==> src/rtl/ppi_serializer.sv <==
// Polyphase interpolator serializer: emits the L phases of one packed word as scaled samples.
// Define PPI_SERIALIZER_SAT_EN to saturate instead of wrap and to add the o_sat flag.
module ppi_serializer #(
  parameter int unsigned gp_interpolation_factor = 32,
  parameter int unsigned gp_phase_width          = 26,
  parameter int unsigned gp_odata_width          = 16,
  parameter int unsigned gp_shift                = 8,
  parameter int unsigned gp_ccw                  = 0
) (
  input  logic                                              i_clk,
  input  logic                                              i_rst,
  input  logic                                              i_ena,
  input  logic                                              i_valid,
  input  logic [gp_phase_width*gp_interpolation_factor-1:0] i_data,
  output logic                                              o_ready,
  output logic                                              o_valid,
  input  logic                                              i_ready,
  output logic [gp_odata_width-1:0]                         o_data,
  output logic [$clog2(gp_interpolation_factor)-1:0]        o_phase,
  output logic                                              o_last
`ifdef PPI_SERIALIZER_SAT_EN
  ,
  output logic                                              o_sat
`endif
);

  localparam int unsigned L  = gp_interpolation_factor;
  localparam int unsigned PW = gp_phase_width;
  localparam int unsigned OW = gp_odata_width;
  localparam int unsigned CW = $clog2(L);
  localparam logic [CW-1:0] FirstPh = (gp_ccw != 0) ? CW'(L - 1) : '0;
  localparam logic [CW-1:0] LastPh  = (gp_ccw != 0) ? '0 : CW'(L - 1);

  typedef enum logic {StIdle, StShift} state_e;

  state_e          state_q, state_d;
  logic [PW*L-1:0] frame_q, frame_d;
  logic [CW-1:0]   cnt_q, cnt_d;
  logic [OW-1:0]   data_q, data_d;
  logic            in_xfer, out_xfer, load;
  logic [PW*L-1:0] src;

  assign in_xfer  = i_valid & o_ready & i_ena;
  assign out_xfer = o_valid & i_ready & i_ena;

`ifdef PPI_SERIALIZER_SAT_EN
  logic sat_q, sat_d;
`endif

  always_ff @(posedge i_clk or posedge i_rst) begin
    if (i_rst) begin
      state_q <= StIdle;
      frame_q <= '0;
      cnt_q   <= FirstPh;
      data_q  <= '0;
`ifdef PPI_SERIALIZER_SAT_EN
      sat_q   <= 1'b0;
`endif
    end else begin
      state_q <= state_d;
      frame_q <= frame_d;
      cnt_q   <= cnt_d;
      data_q  <= data_d;
`ifdef PPI_SERIALIZER_SAT_EN
      sat_q   <= sat_d;
`endif
    end
  end

  always_comb begin
    state_d = state_q;
    frame_d = frame_q;
    cnt_d   = cnt_q;
    load    = 1'b0;
    unique case (state_q)
      StIdle: begin
        if (in_xfer) begin
          state_d = StShift;
          frame_d = i_data;
          cnt_d   = FirstPh;
          load    = 1'b1;
        end
      end
      StShift: begin
        if (out_xfer) begin
          if (!o_last) begin
            cnt_d = (gp_ccw != 0) ? cnt_q - CW'(1) : cnt_q + CW'(1);
            load  = 1'b1;
          end else if (in_xfer) begin
            // Reload on the last phase so back-to-back frames have no bubble.
            frame_d = i_data;
            cnt_d   = FirstPh;
            load    = 1'b1;
          end else begin
            state_d = StIdle;
          end
        end
      end
      default: state_d = StIdle;
    endcase
  end

  always_comb begin
    o_valid = (state_q == StShift);
    o_last  = o_valid & (cnt_q == LastPh);
    o_ready = ~i_rst & i_ena & (~o_valid | (o_last & i_ready));
  end

  // A freshly captured word is sliced straight from the input so it appears one cycle later.
  assign src = in_xfer ? i_data : frame_q;

`ifdef PPI_SERIALIZER_SAT_EN
  logic [PW-1:0] slice, shifted;
  logic          clip;

  always_comb begin
    slice   = src[32'(cnt_d) * PW +: PW];
    shifted = PW'($signed(slice) >>> gp_shift);
    clip    = !((&shifted[PW-1:OW-1]) | ~(|shifted[PW-1:OW-1]));
    data_d  = data_q;
    sat_d   = sat_q;
    if (load) begin
      sat_d  = clip;
      data_d = clip ? {shifted[PW-1], {(OW-1){~shifted[PW-1]}}} : shifted[OW-1:0];
    end
  end

  assign o_sat = sat_q;
`else
  always_comb begin
    data_d = data_q;
    if (load) begin
      data_d = src[32'(cnt_d) * PW + gp_shift +: OW];
    end
  end
`endif

  assign o_data  = data_q;
  assign o_phase = cnt_q;

endmodule

==> config.mk <==
export PLATFORM = sky130hd
export DESIGN_NAME = ppi_serializer
export DESIGN_NICKNAME = d
export VERILOG_FILES = /design/src/rtl/ppi_serializer.sv
export SDC_FILE = /design/constraint.sdc
export NUM_CORES = 2
export LEC_CHECK = 0
export BUFFER_PORTS_ARGS = -buffer_cell sky130_fd_sc_hd__buf_2
export CORE_AREA = 2 2 335 337
export CTS_BUF_LIST = sky130_fd_sc_hd__clkbuf_4 sky130_fd_sc_hd__clkbuf_8 sky130_fd_sc_hd__clkbuf_16
export DETAILED_ROUTE_END_ITERATION = 7
export DIE_AREA = 0 0 337 339
export PLACE_DENSITY = 0.47
export SYNTH_ARGS = -nofsm -noshare
export SYNTH_HDL_FRONTEND = slang
export SYNTH_SLANG_ARGS = --single-unit
==> constraint.sdc <==
create_clock -name i_clk -period 42.6 [get_ports i_clk]
set_input_delay 2.13 -clock i_clk [delete_from_list [all_inputs] [get_ports i_clk]]
set_output_delay 2.13 -clock i_clk [all_outputs]
set_load 0.005 [all_outputs]
Word level (Yosys, flattened, before mapping)
Index checks and enable logic that the tools add are counted.

storage, ports and cells
  output and inout port bits = 24
  word-level logic and storage cells = 37
  register bits after elaboration = 854

cells by class
  shifts and indexed selects = 1
  reductions and logical operators = 1
  add/sub/neg operators = 2
  multiply operators = 1
  bitwise operators = 11
  multiplexer cells = 14
  equal/unequal tests = 3

operators by type and width
  cell                                                                number
  832-bit two-way mux                                                 3
  832-bit one-hot mux with 2 select lines                             1
  832-bit by 12-bit indexed part select with 16-bit output            1
  5-bit two-way mux                                                   3
  10-bit by 4-bit adder with 11-bit output, second input constant     1
  5-bit one-hot mux with 2 select lines                               1
  5-bit by 4-bit multiplier with 9-bit output, second input constant  1
  1-bit bitwise AND                                                   8
  5-bit by 1-bit adder with 5-bit output, second input constant       1
  5-bit equality test, second input constant                          1
  1-bit two-way mux                                                   4
  1-bit one-hot mux with 2 select lines                               2
  2-bit by 1-bit != test with 1-bit output, second input constant     1
  2-bit != test, second input constant                                1
  1-bit inverter                                                      2
  2-bit AND reduction                                                 1
  1-bit OR                                                            1

Logic depth before layout (Yosys ltp)
  word-level depth = 14
  gate-level depth with buffers = 16

Worst setup path before layout
No wires, ideal clock.

  path kind = input to output
  from = input port i_rst
  to = output port o_ready
  stages = 2
  data required time = 40470 ps
  path buffers = 0
  slack = 26198 ps
  data arrival time = 14272 ps
  cell sequence = inv_1 -> and3_1

between the ends
  longest elaborated chain between the ends = 3

RTL lines
  item                            RTL line  source
  start, declared                 11        input logic i_rst,
  1-bit inverter                  106       o_ready = ~i_rst & i_ena & (~o_valid | (o_last & i_ready));
  1-bit bitwise AND (2 in a row)  106
  end, declared                   15        output logic o_ready,

Every way passes these cells.

Worst setup path after layout
  from = input port i_rst
  to = register data_q[9] (netlist: o_data[9])

between the ends
  longest elaborated chain between the ends = 12
  elaborated cells on any way between the ends = 17
  classes of those cells = 1 x add/sub; 1 x mul; 1 x shift; 9 x mux; 5 x bitwise

RTL lines
  item                                                      RTL line  source
  1-bit inverter *                                          106
  1-bit bitwise AND * (2 in a row)                          106
  1-bit bitwise AND * (2 in a row)                          43        assign in_xfer = i_valid & o_ready & i_ena;
  5-bit two-way mux                                         77, 89
  5-bit two-way mux                                         86        if (!o_last) begin
  5-bit two-way mux                                         85        if (out_xfer) begin
  5-bit one-hot mux with 2 select lines                     75        unique case (state_q)
  5-bit by 4-bit multiplier with 9-bit output               133       data_d = src[32'(cnt_d) * PW + gp_shift +: OW];
  10-bit by 4-bit adder with 11-bit output                  133
  832-bit by 12-bit indexed part select with 16-bit output  133
  end signal, assigned                                      63        data_q <= data_d;
  end, declared                                             39        logic [OW-1:0] data_q, data_d;

Every way passes the cells marked *; elsewhere a longest branch is shown, timed or not.
A chain may end at the register's enable or synchronous reset.

==> results.ini <==
[outcome]
outcome = completed

[min_path]
hp-class = flip-flop to flip-flop

[critical_path]
arrival_ps = 6380
cp_slowest_cell = a221oi_1
worstPathRequired_ps = 43070
path_class = primary input to flip-flop
crit_path_end_kind = flip-flop
cp_max_fo = 110
crit_chain = buf_2 -> nand3b_4 -> o211ai_4 -> and2_4 -> clkinv_8 -> buf_4 -> mux2_2 -> a221oi_1 -> a31o_2 -> o221ai_1
critical-path-max-stage-delay_ps = 690
cp-start-kind = primary input

[clocking]
clk_path_buf_depth = 3
clk_pin_slew_ps = 60
cts_tree = built
clock_latency_ps = 650
post_cts.repair.setup_buffers = 0
h-tree-depth = 3
cts-buffers-inserted = 69
root_buffer = clkbuf_16
cts_sinks = 534
postCtsHoldBufs = 0
cts_resized = 0

[grt]
grt_max_degree = 164
grt-ovfl-total = 0
grt_pass1_vias = 18859
grt_pass1_wl_um = 136000
antenna_found_initial = 82
grtUsageTotal = 0.167

[floorplanning]
rows = 122
die_area_sq_um = 114000
die_x_um = 337
die_h_um = 339
core_area_sq_um = 110000
start_util = 0.227
pin_count = 861

[cells_and_area]
final_cell_mix = 599 x mux2_2, 540 x buf_2, 534 x dfrtp_1
fill_cells = 11428
syn2layout_area_growth_pct = 26.1
fin_area_sq_um = 31500
layout_commonest_cell = mux2_2
layout.nets = 3138
drive_gt1_frac = 0.571

[drt]
via_count = 17104
wl_per_cell_um = 25.0
antenna_left = 0
route.detailed.drc = 0
drt-initial-drc-count = 790
drt-pass1-iter-count = 4
viasPerCell = 4.43
drt_wl_total_um = 96700

[yosys]
ys_seq_elements = 534
synth-seq-area-share = 0.534
synth_area_leader_cell = dfrtp_1
syn-num-nets = 2627
netlist.area_leader.share = 0.534
synth_area_sq_um = 25000
ys.flop_type = dfrtp_1
synth_cells = 1788
ys_warn_count = 0
ys_types = 60
synth_area_leaders = dfrtp_1 53%, mux2_2 27%, mux2i_1 7.3%
synth_edf_count = 0
synth_area_per_cell_sq_um = 14.0
ys_async_sr_fraction = 1.00

[power_and_ir_drop]
power_density_nw_per_um2 = 74.7
vdd_drop_max_mv = 0.0449
power_leakage_nw = 14.2

[timing]
clock.fmax_ghz = 0.169
slew_viol_final = 0
rsz0062_at_grt = false
skew_ps = 27.2
maxSlewHeadroom = 0.130
setup_viol = 0
tightest_slew_ps = 1300
period_share = 0.139
setup_tns_ps = 0
hold_viol_final = 0
final.min_clock_period_ps = 5920

[placed_design]
dpl.hpwl_um = 72500
place.gp.congestion = 0.823
post_dp_cell_area_sq_um = 29100
port_buffers = 540

[flow_run]
cap_viol_max_count = 0

cell usage after synthesis (all sizes together) (10+ instances only):
master  number
a221oi      18
a31o        14
buf         99
clkbuf      22
dfrtp      534
mux2       599
mux2i      182
nand2       42
nand2b      17
nand3       10
nor2        68
nor3        14
o211ai      14
o221a       14
o221ai      14
o32ai       28
or2         14
cell families (layout without fill, tap and decap cells):
group | count (synthesis) | count (layout) | synth area share
compound gates | 155 | 155 | 0.0564
fa+ha+maj | 2 | 2 | 0.00100
buf+inv | 128 | 689 | 0.0291
flops | 534 | 534 | 0.534
mux | 782 | 782 | 0.343
other cells | 0 | 28 | 0
simple gates | 187 | 187 | 0.0361
worst max-delay path, delay by kind of cell:
kind / cells / cell delay [ps]
AOI/OAI and AO/OA: 4 / 1430
buffers and inverters: 3 / 1400
muxes: 1 / 370
and+or+nand+nor: 2 / 810
metal layers:
metal | routed length (um) | vias up | share of wire | global-route usage
met2 | 41600 | 544 | 0.43 | 0.248
met3 | 9920 | 209 | 0.10 | 0.0801
met5 | 609 | - | 0.0063 | 0
met1 | 41400 | 8625 | 0.43 | 0.210
met4 | 3130 | 92 | 0.032 | 0.0550
li1 | - | 7634 | - | -
flip-flops by register name, summed over array words and instances, names as in the netlist:
| register | cells |
|---|---|
| frame_q | 512 |
| o_data | 16 |
| o_phase | 5 |
| o_valid | 1 |
power by group:
| group | total (mW) | internal (mW) | switching (mW) |
|---|---|---|---|
| clock | 0.604 | 0.360 | 0.244 |
| sequential | 0.796 | 0.734 | 0.0622 |
| combinational | 0.955 | 0.419 | 0.536 |
| total | 2.36 | 1.51 | 0.842 |
worst paths after layout:
kind,endpoint,depth (start not counted),from,slack (ps)
max,o_data[9],10,i_rst,36680
min,frame_q[325],2,frame_q[325],470
max reg2reg,o_data[9],12,o_phase[0],37050
min reg2reg,frame_q[325],2,frame_q[325],470
max in group asynchronous,frame_q[490],5,i_rst,37910
min in group asynchronous,o_phase[2],2,i_rst,1740
metrics by stage:
step	setup WS [ps]	util	cells	hold slack [ps]	power (mW)
CTS	36620	0.285	3837	471	2.42
global route	36410	0.285	3850	497	2.51
detailed placement	35910	0.264	3716	457	1.80
floorplan	25530	-	1788	439	1.42
global placement	35950	0.264	3716	451	1.77
finish	36680	0.286	3865	467	2.36
area by class of cell:
cell class | count | area (sq um) | area share
inverter | 7 | 46.3 | 0.00147
clock buffer | 99 | 2080 | 0.0661
sequential | 534 | 13400 | 0.424
multi-input combinational | 1126 | 10900 | 0.347
antenna | 28 | 70.1 | 0.00222
tap | 1488 | 1860 | 0.0590
clock inverter | 22 | 272 | 0.00861
timing repair buffer | 561 | 2900 | 0.0919
(Power assumes the default switching activity.)
